--- src/rtl/ifu_pkg.sv ---
// Shared constants for the instruction fetch unit: memory map, enable levels,
// the fetch nop, and the PC legality check used by the next-PC selector.
package ifu_pkg;

    localparam logic [31:0] IM_START_ADDRESS     = 32'h0000_3000;
    localparam logic [31:0] IM_ISR_START_ADDRESS = 32'h0000_4180;
    localparam int          IM_SIZE              = 2048;
    localparam logic        IM_ENABLE            = 1'b1;
    localparam logic        IM_DISABLE           = 1'b0;
    localparam logic [31:0] IFU_NOP              = 32'h0000_0000;

    // Bounds are evaluated in 33 bits so a region ending at 2^32 cannot wrap.
    function automatic logic pc_is_legal(input logic [31:0] pc,
                                         input logic [31:0] start_pc,
                                         input int          words);
        logic [32:0] pc_end;
        pc_end = {1'b0, start_pc} + (33'(words) << 2);
        return (pc[1:0] == 2'b00) && (pc >= start_pc) && ({1'b0, pc} < pc_end);
    endfunction

endpackage

--- src/rtl/ifu_npc_sel.sv ---
// Combinational next-PC selection and legality flag for the current PC.
module ifu_npc_sel
    import ifu_pkg::*;
#(
    parameter logic [31:0] START_PC = IM_START_ADDRESS,
    parameter logic [31:0] ISR_PC   = IM_ISR_START_ADDRESS,
    parameter int          IM_WORDS = IM_SIZE
) (
    input  logic        reset,
    input  logic [31:0] pc,
    input  logic        stall,
    input  logic        redirect_valid,
    input  logic [31:0] redirect_pc,
    input  logic        exc_req,
    input  logic        eret_req,
    input  logic [31:0] epc,
    output logic [31:0] npc,
    output logic        pc_legal
);

    // Exception entry/return outrank a decode stall; a redirect under stall is dropped.
    always_comb begin
        npc = pc + 32'd4;
        if (reset)
            npc = START_PC;
        else if (exc_req)
            npc = ISR_PC;
        else if (eret_req)
            npc = epc;
        else if (stall)
            npc = pc;
        else if (redirect_valid)
            npc = redirect_pc;
    end

    assign pc_legal = pc_is_legal(pc, START_PC, IM_WORDS);

endmodule

--- src/rtl/ifu.sv ---
// Instruction fetch unit: PC register, instruction memory port, IF/ID register
// and a debug count of valid fetches.
//
// state (pc, if_id_valid, if_id_fault) | meaning
// (START_PC, 0, 0)                     | just reset, first fetch presented
// (legal,    1, 0)                     | normal instruction latched
// (illegal,  1, 1)                     | nop latched, decode raises AdEL
// (any,      0, 0)                     | flushed by exception entry or eret
module ifu
    import ifu_pkg::*;
#(
    parameter logic [31:0] START_PC = IM_START_ADDRESS,
    parameter logic [31:0] ISR_PC   = IM_ISR_START_ADDRESS,
    parameter int          IM_WORDS = IM_SIZE
) (
    input  logic        clk,
    input  logic        reset,
    input  logic        stall,
    input  logic        redirect_valid,
    input  logic [31:0] redirect_pc,
    input  logic        exc_req,
    input  logic        eret_req,
    input  logic [31:0] epc,
    output logic [31:0] im_addr,
    output logic        im_enable,
    input  logic [31:0] im_rdata,
    output logic [31:0] if_id_instr,
    output logic [31:0] if_id_pc,
    output logic        if_id_valid,
    output logic        if_id_fault,
    output logic [31:0] fetch_count
);

    logic [31:0] pc;
    logic [31:0] npc;
    logic        pc_legal;

    ifu_npc_sel #(
        .START_PC (START_PC),
        .ISR_PC   (ISR_PC),
        .IM_WORDS (IM_WORDS)
    ) u_npc_sel (
        .reset          (reset),
        .pc             (pc),
        .stall          (stall),
        .redirect_valid (redirect_valid),
        .redirect_pc    (redirect_pc),
        .exc_req        (exc_req),
        .eret_req       (eret_req),
        .epc            (epc),
        .npc            (npc),
        .pc_legal       (pc_legal)
    );

    assign im_addr   = pc;
    assign im_enable = pc_legal ? IM_ENABLE : IM_DISABLE;

    always_ff @(posedge clk) begin
        pc <= npc;
        if (reset) begin
            if_id_instr <= IFU_NOP;
            if_id_pc    <= 32'd0;
            if_id_valid <= 1'b0;
            if_id_fault <= 1'b0;
            fetch_count <= 32'd0;
        end else if (exc_req || eret_req) begin
            if_id_instr <= IFU_NOP;
            if_id_pc    <= 32'd0;
            if_id_valid <= 1'b0;
            if_id_fault <= 1'b0;
        end else if (!stall) begin
            if_id_instr <= pc_legal ? im_rdata : IFU_NOP;
            if_id_pc    <= pc;
            if_id_valid <= 1'b1;
            if_id_fault <= !pc_legal;
            fetch_count <= fetch_count + 32'd1;
        end
    end

endmodule

--- config.mk ---
export PLATFORM = sky130hd
export DESIGN_NAME = ifu
export DESIGN_NICKNAME = d
export VERILOG_FILES = /design/src/rtl/ifu_pkg.sv /design/src/rtl/ifu_npc_sel.sv /design/src/rtl/ifu.sv
export SDC_FILE = /design/constraint.sdc
export NUM_CORES = 1
export LEC_CHECK = 0
export CAP_MARGIN = 30
export CORE_MARGIN = 10
export CORE_UTILIZATION = 40
export DETAILED_ROUTE_END_ITERATION = 16
export HOLD_SLACK_MARGIN = 0.05
export PLACE_DENSITY = 0.77
export SETUP_SLACK_MARGIN = 0.2
export SLEW_MARGIN = 20
export SYNTH_ARGS = -nofsm -noshare
export SYNTH_HDL_FRONTEND = slang
export SYNTH_HIERARCHICAL = 1
export SYNTH_SLANG_ARGS = --single-unit
--- constraint.sdc ---
create_clock -name clk -period 1.65 [get_ports clk]
set_input_delay 0.165 -clock clk [delete_from_list [all_inputs] [get_ports clk]]
set_output_delay 0.165 -clock clk [all_outputs]
set_load 0.005 [all_outputs]
==> reports/results.txt <==
Initial Utilization: 40.7%
met2 usage: 38.3%
outcome: finished with violations
Max VDD drop: 0.671 mV
Reg2Reg Setup Slack: -0.15 ns
Yosys warnings: 6
clk_lat worst skew: 0.42 ns
hold wc startpoint: eret_req
post-synthesis sequential area ratio: 42.1%
vias in the first global route: 6969
share of cells above drive strength 1: 34.5%
Final Cycle Share: 109%
synth top area cells: dfxtp_1 (42%), nor2_1 (7.7%), mux2i_1 (6.8%)
worst r2r src: im_addr[16]
Rows: 45
Worst Path Max Fanout: 8
gr usage total: 23.1%
final instance area: 11300 µm²
core area: 15200 µm²
post-synth top area share: 42.1%
initial DRC count: 739
crit end category: flip-flop
# IOs: 233
Non-Filler Instances: 1294
final net count: 1196
CTS tree: done
CTS sink count: 130
violated checks: negative setup slack
grt met3 use: 7.28%
Least-Margin Pin Slew: 0.429 ns
die area: 20800 µm²
Placer Congestion: 0.911
Highest Clock Rate: 0.554 GHz
most common library cells after synthesis: dfxtp_1 (130), nor2_1 (127), nand2_1 (49)
H-tree depth: 4
worst-case reg-to-reg path depth: 8
max-cap violations: 0
CP max stage delay: 0.34 ns
Vias: 7309
Setup TNS Final: -4.49 ns
Crit path max-delay family: simple AND/OR/NAND/NOR gates
CP Data Arrival Time: 2.11 ns
Syn Area/Cell: 8.46 µm²
Die Height: 144 µm
Mapped Area: 6190 µm²
Worst Hold End: im_addr[4]
Die W: 144 µm
Hold/Removal Path Class: primary input to flip-flop
fin crit period: 1.80 ns
fin. max-slew vios: 0
Synth area leader: dfxtp_1
Post-Syn Nets: 836
largest net degree at the start of global routing: 55
CP required: 1.96 ns
DRC violations left: 0
Worst Hold Depth: 4
worst path bufs/invs: 3
Final ANT Viol Nets: 0
Via-to-Cell Ratio: 5.65
Post-synth EDFFs: 0
antenna violations before repair: 2
maximum clock path buffer count: 2
Final setup viols: 54
HPWL Detailed: 17900 µm
highest-delay cell along the critical path: dfxtp_2
Detailed Route WL: 26500 µm
area post-placement: 9760 µm²
PwrDens: 718 nW/µm²
Placed Instances: 1229
clock root buffer: clkbuf_16
GR Overflow Total: 0
cell breakdown of the critical path: nor4_4 > nand2_1 > nor3_2 > nor2b_4 > buf_6 > clkbuf_16 > buf_12 > nor3_2
#FFs+latches synth: 130
Syn Inst Count: 731
WL/cell: 20.5 µm
ys flop type: dfxtp_1
DR pass1 iterations: 5
Place WS: -0.347 ns
final hold viol count: 0
hold buffer count at cts: 0
clock edge transition at the registers on the reported setup and hold paths: 0.06 ns
Async SR Flop Fraction: 0%
first-pass GRT wire length: 38200 µm
P_leak: 5.40 nW
setup repair after global routing missed its margin: yes
synth unique cells: 64
clock skew: 0.0109 ns
final worst setup slack: -0.154 ns
Setup Crit Path Kind: flip-flop to flip-flop
crit start category: flip-flop
M1 GR Usage: 26.8%
r2r endpoint: if_id_fault
Slew headroom: 71.0%
CTS Buf Count: 17
Area growth, synth to finish: 83.1%
most common cell in the netlist: dfxtp_1
most frequent CP cell: nor3_2
overall power: 8.14 mW
gr busiest metal: met2
I/O Buffers: 232
[area by class of cell]
class	count	area (µm²)
multi-input combinational	535	3980
fill	1014	3870
timing repair buffer	395	3770
sequential	130	2710
clock buffer	17	425
tap	188	235
clock inverter	15	155
inverter	12	45.0
antenna	2	5.00
[cell usage in the layout (no fill, tap or decap), types with 10 or more instances in the layout]
| master | netlist | final |
|---|---|---|
| nor2_1 | 127 | 122 |
| buf_4 | 3 | 122 |
| clkdlybuf4s50_1 | 0 | 100 |
| dlygate4sd2_1 | 0 | 98 |
| dfxtp_1 | 130 | 74 |
| mux2i_1 | 42 | 42 |
| nand2_1 | 49 | 41 |
| dfxtp_2 | 0 | 41 |
| a22oi_2 | 0 | 32 |
| dlymetal6s2s_1 | 0 | 30 |
| buf_6 | 1 | 30 |
| nand4_1 | 24 | 24 |
| o21ai_0 | 28 | 23 |
| xor2_1 | 22 | 22 |
| clkbuf_16 | 0 | 19 |
| a21oi_1 | 27 | 17 |
| nor3_1 | 23 | 15 |
| dfxtp_4 | 0 | 15 |
| inv_1 | 12 | 12 |
| o22ai_1 | 13 | 12 |
| nand3_1 | 22 | 11 |
| a21oi_2 | 0 | 10 |
[power by group]
part | switching (mW) | total [mW] | internal [mW]
clock network | 1.50 | 3.73 | 2.24
logic | 0.541 | 1.16 | 0.616
registers | 0.0665 | 3.25 | 3.18
total | 2.10 | 8.14 | 6.04
[worst max path at each step]
stage / from / to / slack [ns] / cells after the start
after floorplan: im_addr[10] / im_addr[31] / 0.03 / 6
after global placement: exc_req / fetch_count[22] / -0.35 / 6
after detailed placement: exc_req / fetch_count[22] / -0.35 / 6
after CTS: im_addr[2] / im_addr[27] / -0.04 / 7
after global routing: im_addr[23] / if_id_instr[8] / -0.19 / 8
final: im_addr[16] / if_id_fault / -0.15 / 8
[routing by layer]
layer  up-vias  part of all wire, %
li1       3374                    -
met1      3489                   38
met2       380                   50
met3        66                  9.1
met4         0                  3.0
met5         -                    0
[per-stage QoR]
step	hold slack [ns]	utilization (%)
final	0.329	74.5
after global routing	0.341	74.5
after CTS	0.307	70.8
after detailed placement	0.455	64.2
after global placement	0.437	64.2
after floorplan	0.230	-
[cell families (layout without fill, tap and decap cells)]
family | Yosys count | count (layout) | share of synthesized area (%)
buffers and inverters | 66 | 439 | 4.53
other | 0 | 2 | 0
multiplexers | 44 | 44 | 7.16
AND/OR/NAND/NOR | 314 | 314 | 25.9
adder cells (fa/ha/maj) | 3 | 3 | 0.607
flip-flops | 130 | 130 | 42.1
AO/OA/AOI/OAI | 148 | 148 | 16.0
XOR/XNOR | 26 | 26 | 3.68
[sequential cells by signal (all words and copies together), names as in the netlist]
name	cells
if_id_fault	1
if_id_instr	32
fetch_count	32
im_addr	32
if_id_pc	32
if_id_valid	1
[worst reg2reg max path, delay by kind of cell, from the launching register on]
family,cells,cell delay (ns)
flops,1,0.34
buf+inv,3,0.41
simple gates,5,0.95
[what timing repair did]
item,CTS,global route
buffers inserted,13,14
resized for setup,219,102
pin swaps,47,92
gates cloned,2,2
setup endpoints to repair,181,116
No activity file was read; power rests on OpenSTA's default activity.
==> variant: new RTL, same flow settings <==
Register the output `fetch_count` once more; this adds one clock of latency there. The other outputs are not delayed to match.
--- a/src/rtl/ifu.sv
+++ b/src/rtl/ifu.sv
@@ -31,6 +31,8 @@
     output logic [31:0] fetch_count
 );
 
+    logic [31:0] fetch_count_s0;
+
     logic [31:0] pc;
     logic [31:0] npc;
     logic        pc_legal;
@@ -62,7 +64,7 @@
             if_id_pc    <= 32'd0;
             if_id_valid <= 1'b0;
             if_id_fault <= 1'b0;
-            fetch_count <= 32'd0;
+            fetch_count_s0 <= 32'd0;
         end else if (exc_req || eret_req) begin
             if_id_instr <= IFU_NOP;
             if_id_pc    <= 32'd0;
@@ -73,8 +75,12 @@
             if_id_pc    <= pc;
             if_id_valid <= 1'b1;
             if_id_fault <= !pc_legal;
-            fetch_count <= fetch_count + 32'd1;
+            fetch_count_s0 <= fetch_count_s0 + 32'd1;
         end
+    end
+
+    always_ff @(posedge clk) begin
+        fetch_count <= fetch_count_s0;
     end
 
 endmodule
Function: changed (a bounded check fails within 4 cycles, from zero or initial values and one cycle with reset high).
==> variant against the original RTL <==
  * Synthesized area grew 10%
  * Design area grew 2.6%
  * Sequential cell count grew 32
  * First-iteration DRC count shrank 16%
  * The flow still finishes with violations (negative setup slack)
  * Power grew 11%
  * Utilization shrank 4.7 points
  * Setup slack lost 0.089 ns
  * Routed wire length grew 3.7%
==> variant: results <==
set metrics [dict create \
    run_status "finished, violations left" \
    failed_checks "negative setup slack" \
    met2_length_um 13380 \
    leakage_nw 5.320 \
    synthXorXnorAreaFrac_pct 3.335 \
    maximum_number_of_pins_on_one_net_before_global_route_repair 38 \
    totalWireLength_um 27450 \
    setup_viol 55 \
    grt_usage_pct 21.94 \
    synth.yosys.seq_area_share_pct 47.50 \
    detailroute.wirelength.met3_um 2367 \
    finalNonFillerCells 1355 \
    critPathMaxFanout 5 \
    fraction_of_layout_cells_with_a_size_suffix_above_1_pct 28.71 \
    setup_slack_after_layout_ns -0.2422 \
    synth_compound_area_share_pct 14.51 \
    vias 7489 \
    netlist_top_cells_count "sky130_fd_sc_hd__dfxtp_1, sky130_fd_sc_hd__nor2_1, sky130_fd_sc_hd__nand2_1" \
    number_of_antenna_violations_at_the_first_check_in_global_routing 3 \
    post_synth_inst_count 763 \
    synth_mux_area_share_pct 6.487 \
    initialDrtViolationCount 624 \
    placed_cells 1296 \
    critical_path_s_largest_stage_delay_ns 0.44 \
    yosys-top-cells-area "sky130_fd_sc_hd__dfxtp_1, sky130_fd_sc_hd__nor2_1, sky130_fd_sc_hd__mux2i_1" \
    design.final.nets 1224 \
    power.ir.vdd_worst_v 0.0006785 \
]
variant: cell count changes in the layout (fill, tap and decap cells not counted), sizes merged:
cell,unedited run,this run
clkdlybuf4s15,1,2
dlygate4sd2,98,71
bufinv,2,0
dlymetal6s2s,30,27
buf,164,162
diode,2,3
clkdlybuf4s50,100,126
dfxtp,130,162
inv,17,21
clkbuf,19,20
clkinv,8,5
clkinvlp,0,1
variant: area by class of cell:
type / count / area [um2] / share of cell area, %
Antenna cell: 3 / 7.507 / 0.06457
Clock buffer: 17 / 425.4 / 3.659
Clock inverter: 15 / 161.4 / 1.388
Inverter: 12 / 45.04 / 0.3874
Multi-Input combinational cell: 535 / 3764 / 32.37
Sequential cell: 162 / 3337 / 28.70
Tap cell: 220 / 275.3 / 2.368
Timing Repair Buffer: 391 / 3611 / 31.06
variant: logic make-up after synthesis:
logic type	Yosys count
simple gates	314
xor+xnor	26
compound gates	148
fa+ha+maj	3
flops	162
buf+inv	66
mux	44
variant: worst paths after layout:
path / startpoint / endpoint / slack, ns / cells after the start
worst max-delay path: im_addr[11] / im_addr[27] / -0.24 / 5
worst min-delay path: stall / if_id_pc[7] / 0.21 / 4
worst max register to register: im_addr[11] / im_addr[27] / -0.24 / 5
worst min register to register: fetch_count_s0[27] / fetch_count[27] / 0.39 / 0
variant: through the flow:
stage                     utilization, %  hold WS, ns  instance area (um2)  power (mW)  setup TNS, ns
final                              69.86       0.2086                11630       9.012         -4.074
after global placement             62.60       0.3757                10420       5.135         -13.22
after floorplan                        -       0.2303                 7088       4.536              0
after global routing               69.86       0.2098                11630       9.321         -9.816
after detailed placement           62.60       0.3799                10420       5.153         -17.59
after CTS                          67.86       0.1848                11290       9.017        -0.4339
variant: power by group through the flow:
stage	Combinational [mW]	Clock, mW	Sequential, mW
after global routing	1.17	4.13	4.02
after CTS	1.05	3.96	4.01
after global placement	1.03	0	4.10
after floorplan	0.421	0	4.11
final	1.10	3.89	4.02
after detailed placement	1.05	0	4.10
variant: tightest hold or removal path, stage by stage:
cell and delay, ns:
sky130_fd_sc_hd__buf_4 0.14, sky130_fd_sc_hd__buf_4 0.15, sky130_fd_sc_hd__mux2i_1 0.07, sky130_fd_sc_hd__nor2_1 0.07
variant: repair_timing:
item / CTS / global route
pin swaps: 35 / 25
gates resized for setup: 164 / 80
hold buffers: 0 / 0
setup buffers: 12 / 11
gates cloned: 1 / 0
endpoints found under the setup margin: 161 / 122
variant: layer usage:
metal,global-route usage (%),vias up
li1,-,3471
met1,25.67,3525
met2,36.31,408
met3,6.363,85
met4,10.25,0
met5,0,-
